## src/rtl/tx_feeder_fifo_pkg.sv

```systemverilog
// Shared constants for the UART transmit feeder: default widths and FSM encoding.
package tx_feeder_fifo_pkg;

  localparam int unsigned DATA_BITS_DEF = 8;
  localparam int unsigned ADDR_BITS_DEF = 4;

  typedef enum logic [2:0] {
    IDLE      = 3'b001,
    START     = 3'b010,
    WAIT_DONE = 3'b100
  } feeder_state_e;

endpackage

```

## src/rtl/tx_feeder_fifo_if.sv

```systemverilog
// Producer/transmitter-facing signal bundle of the transmit feeder FIFO.
interface tx_feeder_fifo_if
  import tx_feeder_fifo_pkg::*;
#(
  parameter int unsigned DATA_BITS = DATA_BITS_DEF,
  parameter int unsigned ADDR_BITS = ADDR_BITS_DEF
) ();

  logic                 i_wr;
  logic [DATA_BITS-1:0] i_wr_data;
  logic                 o_full;
  logic                 o_empty;
  logic [ADDR_BITS:0]   o_count;
  logic                 o_overflow;
  logic [DATA_BITS-1:0] o_tx_data;
  logic                 o_tx_start;
  logic                 i_tx_done;
  logic                 o_busy;

  // Driven by producers and the transmitter
  modport master (
    output i_wr, i_wr_data, i_tx_done,
    input  o_full, o_empty, o_count, o_overflow, o_tx_data, o_tx_start, o_busy
  );

  // Implemented by the feeder FIFO
  modport slave (
    input  i_wr, i_wr_data, i_tx_done,
    output o_full, o_empty, o_count, o_overflow, o_tx_data, o_tx_start, o_busy
  );

endinterface

```

## src/rtl/tx_feeder_fifo_fifo_sync.sv

```systemverilog
// Synchronous FIFO storage: count-based full/empty, sticky overflow, combinational read port.
module fifo_sync #(
  parameter int unsigned DATA_BITS = 8,
  parameter int unsigned ADDR_BITS = 4
) (
  input  logic                 i_clock,
  input  logic                 i_reset,
  input  logic                 i_push,
  input  logic [DATA_BITS-1:0] i_wr_data,
  input  logic                 i_pop,
  output logic [DATA_BITS-1:0] o_rd_data,
  output logic                 o_full,
  output logic                 o_empty,
  output logic [ADDR_BITS:0]   o_count,
  output logic                 o_overflow
);

  localparam int unsigned DEPTH    = 2 ** ADDR_BITS;
  localparam int unsigned CNT_BITS = ADDR_BITS + 1;

  logic [DATA_BITS-1:0] mem [DEPTH];
  logic [ADDR_BITS-1:0] wr_ptr;
  logic [ADDR_BITS-1:0] rd_ptr;
  logic [CNT_BITS-1:0]  count;
  logic [CNT_BITS-1:0]  count_nxt;
  logic                 full_q;
  logic                 empty_q;
  logic                 overflow_q;
  logic                 push_ok_c;
  logic                 pop_ok_c;

  assign push_ok_c = i_push && !full_q;
  assign pop_ok_c  = i_pop && !empty_q;

  always_comb begin
    count_nxt = count;
    case ({push_ok_c, pop_ok_c})
      2'b10:   count_nxt = count + CNT_BITS'(1);
      2'b01:   count_nxt = count - CNT_BITS'(1);
      default: count_nxt = count;
    endcase
  end

  // Flags are registered from the next count so they always agree with o_count
  always_ff @(posedge i_clock or negedge i_reset) begin
    if (!i_reset) begin
      wr_ptr     <= '0;
      rd_ptr     <= '0;
      count      <= '0;
      full_q     <= 1'b0;
      empty_q    <= 1'b1;
      overflow_q <= 1'b0;
    end else begin
      if (push_ok_c) wr_ptr <= wr_ptr + ADDR_BITS'(1);
      if (pop_ok_c)  rd_ptr <= rd_ptr + ADDR_BITS'(1);
      count      <= count_nxt;
      full_q     <= (count_nxt == CNT_BITS'(DEPTH));
      empty_q    <= (count_nxt == '0);
      overflow_q <= overflow_q | (i_push & full_q);
    end
  end

  // Storage carries no reset; contents are don't-care until written
  always_ff @(posedge i_clock) begin
    if (push_ok_c) mem[wr_ptr] <= i_wr_data;
  end

  assign o_rd_data  = mem[rd_ptr];
  assign o_full     = full_q;
  assign o_empty    = empty_q;
  assign o_count    = count;
  assign o_overflow = overflow_q;

endmodule

```

## src/rtl/tx_feeder_fifo.sv

```systemverilog
// Transmit feeder: buffers producer bytes and issues them one at a time to the UART transmitter.
module tx_feeder_fifo
  import tx_feeder_fifo_pkg::*;
#(
  parameter int unsigned DATA_BITS = DATA_BITS_DEF,
  parameter int unsigned ADDR_BITS = ADDR_BITS_DEF
) (
  input  logic           i_clock,
  input  logic           i_reset,
  tx_feeder_fifo_if.slave bus
);

  feeder_state_e        state;
  feeder_state_e        state_nxt;
  logic                 pop_c;
  logic [DATA_BITS-1:0] rd_data;
  logic [DATA_BITS-1:0] tx_data_q;
  logic                 tx_start_q;
  logic                 busy_q;

  fifo_sync #(
    .DATA_BITS (DATA_BITS),
    .ADDR_BITS (ADDR_BITS)
  ) u_fifo (
    .i_clock    (i_clock),
    .i_reset    (i_reset),
    .i_push     (bus.i_wr),
    .i_wr_data  (bus.i_wr_data),
    .i_pop      (pop_c),
    .o_rd_data  (rd_data),
    .o_full     (bus.o_full),
    .o_empty    (bus.o_empty),
    .o_count    (bus.o_count),
    .o_overflow (bus.o_overflow)
  );

  // Next-state and pop decode; done pulses outside WAIT_DONE are ignored
  always_comb begin
    state_nxt = IDLE;
    pop_c     = 1'b0;
    case (state)
      IDLE: begin
        if (!bus.o_empty) begin
          pop_c     = 1'b1;
          state_nxt = START;
        end else begin
          state_nxt = IDLE;
        end
      end
      START:     state_nxt = WAIT_DONE;
      WAIT_DONE: state_nxt = bus.i_tx_done ? IDLE : WAIT_DONE;
      default:   state_nxt = IDLE;
    endcase
  end

  // Start and busy are registered decodes of the state being entered
  always_ff @(posedge i_clock or negedge i_reset) begin
    if (!i_reset) begin
      state      <= IDLE;
      tx_data_q  <= '0;
      tx_start_q <= 1'b0;
      busy_q     <= 1'b0;
    end else begin
      state      <= state_nxt;
      tx_start_q <= (state_nxt == START);
      busy_q     <= (state_nxt != IDLE);
      if (pop_c) tx_data_q <= rd_data;
    end
  end

  assign bus.o_tx_data  = tx_data_q;
  assign bus.o_tx_start = tx_start_q;
  assign bus.o_busy     = busy_q;

endmodule

```

## src/flat_wrapper.sv

```systemverilog
// flat-port wrapper written by rule: the top's interface ports become plain ports
module tx_feeder_fifo_flat import tx_feeder_fifo_pkg::*;
#(
  parameter int unsigned DATA_BITS = DATA_BITS_DEF,
  parameter int unsigned ADDR_BITS = ADDR_BITS_DEF
)
  (i_clock, i_reset, bus_i_wr, bus_i_wr_data, bus_i_tx_done, bus_o_full, bus_o_empty, bus_o_count, bus_o_overflow, bus_o_tx_data, bus_o_tx_start, bus_o_busy);
  tx_feeder_fifo_if #(.DATA_BITS(DATA_BITS), .ADDR_BITS(ADDR_BITS)) bus_i ();
  input  logic i_clock;
  input  logic i_reset;
  input wire logic [$bits(bus_i.i_wr)-1:0] bus_i_wr;
  input wire logic [$bits(bus_i.i_wr_data)-1:0] bus_i_wr_data;
  input wire logic [$bits(bus_i.i_tx_done)-1:0] bus_i_tx_done;
  output wire logic [$bits(bus_i.o_full)-1:0] bus_o_full;
  output wire logic [$bits(bus_i.o_empty)-1:0] bus_o_empty;
  output wire logic [$bits(bus_i.o_count)-1:0] bus_o_count;
  output wire logic [$bits(bus_i.o_overflow)-1:0] bus_o_overflow;
  output wire logic [$bits(bus_i.o_tx_data)-1:0] bus_o_tx_data;
  output wire logic [$bits(bus_i.o_tx_start)-1:0] bus_o_tx_start;
  output wire logic [$bits(bus_i.o_busy)-1:0] bus_o_busy;
  assign bus_i.i_wr = bus_i_wr;
  assign bus_i.i_wr_data = bus_i_wr_data;
  assign bus_i.i_tx_done = bus_i_tx_done;
  assign bus_o_full = bus_i.o_full;
  assign bus_o_empty = bus_i.o_empty;
  assign bus_o_count = bus_i.o_count;
  assign bus_o_overflow = bus_i.o_overflow;
  assign bus_o_tx_data = bus_i.o_tx_data;
  assign bus_o_tx_start = bus_i.o_tx_start;
  assign bus_o_busy = bus_i.o_busy;
  tx_feeder_fifo #(.DATA_BITS(DATA_BITS), .ADDR_BITS(ADDR_BITS)) u_core (.i_clock(i_clock), .i_reset(i_reset), .bus(bus_i));
endmodule
```

## config.mk

```make
export PLATFORM = sky130hd
export DESIGN_NAME = tx_feeder_fifo_flat
export DESIGN_NICKNAME = d
export VERILOG_FILES = /design/src/rtl/tx_feeder_fifo_pkg.sv /design/src/rtl/tx_feeder_fifo_if.sv /design/src/rtl/tx_feeder_fifo_fifo_sync.sv /design/src/rtl/tx_feeder_fifo.sv /design/src/flat_wrapper.sv
export SDC_FILE = /design/constraint.sdc
export NUM_CORES = 1
export LEC_CHECK = 0
export CORE_UTILIZATION = 40
export DETAILED_ROUTE_END_ITERATION = 16
export GPL_TIMING_DRIVEN = 0
export SLEW_MARGIN = 20
export SYNTH_ARGS = -nofsm -noshare
export SYNTH_HDL_FRONTEND = slang
export SYNTH_HIERARCHICAL = 1
export SYNTH_SLANG_ARGS = --single-unit
export TNS_END_PERCENT = 10
```

## constraint.sdc

```tcl
create_clock -name i_clock -period 2.76 [get_ports i_clock]
set_input_delay 0.552 -clock i_clock [delete_from_list [all_inputs] [get_ports i_clock]]
set_output_delay 0.552 -clock i_clock [all_outputs]
set_load 0.05 [all_outputs]
```

==> impl_metrics.ini <==
[run_status]
status = complete, no violations

[synthesis]
synth-seq-cells = 157
synth_top_area_share_pct = 59.7
netlist_area_um2 = 6440
synth.avg_cell_area_um2 = 21.0
syn-num-nets = 328
netlist_instances = 307
synth.largest_area_cell = edfxtp_1
ys_types = 41
synth_warnings = 6
async_reset_ff_share_pct = 18.5
synth.area.top_cells = edfxtp_1 60%, mux4_1 12%, dfrtp_1 10%, mux4_2 3.5%, ha_1 1.7%
synthFlopType = edfxtp_1
yosysSeqAreaShare_pct = 71.0
synth_edf_count = 128

[sta]
max_freq_mhz = 370
setup_violations = 0
setup_tns_ns = 0
tightest_slew_ns = 0.859
rsz0062_at_grt = true
slew_violations = 0
hold_viol_final = 0
min_period_ns = 2.70
post-route-period-util_pct = 98.0
relSlewSlack_pct = 42.7
finalClockSkew_ns = 0.00630

[floorplanning]
start_util_pct = 40.7
dieWidth_um = 129
core_um2 = 15800
die_h_um = 129
ios = 30
dieArea_um2 = 16600
rows = 46

[clock_tree]
hold_buffers = 0
insertion_delay_ns = 0.42
clkSlewWorstSetupHoldPaths_ns = 0.06
cts_buffer_depth = 2
tritoncts = built
cts_root_buffer = clkbuf_16
cts.sinks = 157
h-tree-depth = 4
cts_buffers = 17

[critical_path]
r2r-end = u_core/u_fifo/o_empty
rrSetupSlack_ns = 0.06
critPathCaptureType = register
cp.arrival_ns = 3.06
cp.required_ns = 3.12
critPathLaunchType = register
r2r_start = u_core/u_fifo/o_empty
crit_type = reg -> reg
cp_max_fo = 10
r2r_cells = 11

[global_routing]
track_usage_pct = 15.3
grt_pass1_wl_um = 17600
grt_max_degree = 30
grt_pass1_vias = 3024
antenna_found_initial = 0
grt-ovfl-total = 0

[route]
final_antenna_net_count = 0
drcViolationCount = 0
vias = 3038
drt_iter0_markers = 279
drt-wirelength-per-cell_um = 19.5
dr.pass1.iters = 5
drt-total-wl_um = 11600
avgViaCountPerCell = 5.13

[cells_and_area]
diodes = 0
drive_above_1_share_pct = 22.6
area_growth_pct = 20.7
final_nets = 384

[place]
gp_congestion = 0.742
io_buffers = 29
place_hpwl_um = 7800

[run]
cap_viol_max_count = 0

[pwr]
finalPower_uw = 9360
leakage_uw = 0.00274
peakVddDrop_uv = 467
power.density_nw_per_um2 = 1200

[min_path]
holdCritPathClass = in -> async
## how the worst max path moves through the flow
stage,cells after the start,slack [ns],end,start
final,11,0.06,u_core/u_fifo/o_empty,u_core/u_fifo/o_empty
after detailed placement,13,-0.62,u_core/u_fifo/o_empty,bus_i_wr
after global placement,13,-0.67,u_core/u_fifo/o_empty,bus_i_wr
after CTS,13,-0.002,u_core/u_fifo/o_full,u_core/state[0]
after global routing,11,-0.08,u_core/u_fifo/o_empty,u_core/u_fifo/o_empty
after floorplan,13,-0.02,u_core/u_fifo/o_full,u_core/u_fifo/o_empty
## power breakdown
group	leakage (uW)	internal [uW]	switching, uW
logic	0.000919	1680	1840
clock network	0.000324	1650	951
registers	0.00150	3020	220
## synthesized netlist by cell type, types with 3 or more instances
master	count
ha_1	9
mux2_2	10
mux4_2	10
nor2_1	5
buf_6	4
xnor2_1	7
nand2_1	6
nor4b_1	3
xor2_1	5
mux4_1	30
nor2b_1	4
and2_1	16
dfrtp_1	27
inv_1	3
edfxtp_1	128
clkbuf_1	7
## metrics by stage
stage,instances,utilization (%),cell area [um^2],hold WS (ns),worst slack (ns)
2_1_floorplan,307,-,6470,0.256,-0.0247
3_3_place_gp,552,44.4,7030,0.439,-0.672
3_5_place_dp,552,44.4,7030,0.451,-0.619
4_1_cts,589,49.0,7750,0.185,-0.00239
5_1_grt,592,49.1,7770,0.224,-0.0781
6_report,592,49.1,7770,0.182,0.0562
## flip-flops by register name (all words and copies together), names as in the netlist, 3 cells and up
register,count
u_core/state,3
u_core/u_fifo/rd_ptr,4
u_core/u_fifo/wr_ptr,4
u_core/bus.o_tx_data,8
u_core/u_fifo/mem,128
u_core/u_fifo/o_count,5
## kinds of logic (layout without fill, tap and decap cells)
logic type	Yosys count	after routing	synth area share [%]
flops	157	157	71.0
mux	51	51	17.6
simple gates	49	49	4.99
buf+inv	18	87	1.73
xor+xnor	12	12	1.63
compound gates	11	11	1.28
fa+ha+maj	9	9	1.75
## final cells by class
type / instances / area, um^2
Fill cell: 1255 / 8050
Sequential cell: 157 / 4580
Multi-Input combinational cell: 132 / 1790
Clock buffer: 18 / 439
Timing Repair Buffer: 38 / 353
Tap cell: 216 / 270
Clock inverter: 14 / 230
Buffer: 14 / 105
Inverter: 3 / 11.3
## layer usage
| metal | share of wire, % | global-route usage, % | vias to the layer above |
|---|---|---|---|
| li1 | - | - | 1379 |
| met1 | 46 | 19.8 | 1571 |
| met2 | 48 | 23.3 | 65 |
| met3 | 3.9 | 3.95 | 23 |
| met4 | 2.9 | 9.00 | 0 |
| met5 | 0 | 0 | - |
## what timing repair did
action | CTS | global route
pin swaps | 4 | 5
hold endpoints to repair | 0 | 0
gates cloned | 0 | 0
endpoints found under the setup margin | 3 | 3
gates resized for setup | 4 | 5
setup buffers | 5 | 4
## critical path: stages, from the launching register on
cell	delay, ns
dfstp_4	0.48
nor4b_4	0.30
buf_6	0.13
nor2b_1	0.12
buf_4	0.14
ha_1	0.24
buf_4	0.18
or3b_2	0.46
o32ai_2	0.13
xor2_1	0.26
buf_4	0.15
nor2_1	0.05
## cell usage in the layout (no fill, tap or decap), types with 5 or more instances in the layout
cell type        count
xnor2_1              7
and2_1              16
clkdlybuf4s50_1     28
clkbuf_1             5
nor2_1               5
edfxtp_1           128
mux4_1              30
mux2_2              10
mux4_2              10
ha_1                 7
xor2_1               5
dfrtp_1             25
nand2_1              6
buf_4               11
bufinv_16            5
clkbuf_16           17
No activity file was read; power rests on OpenSTA's default activity.
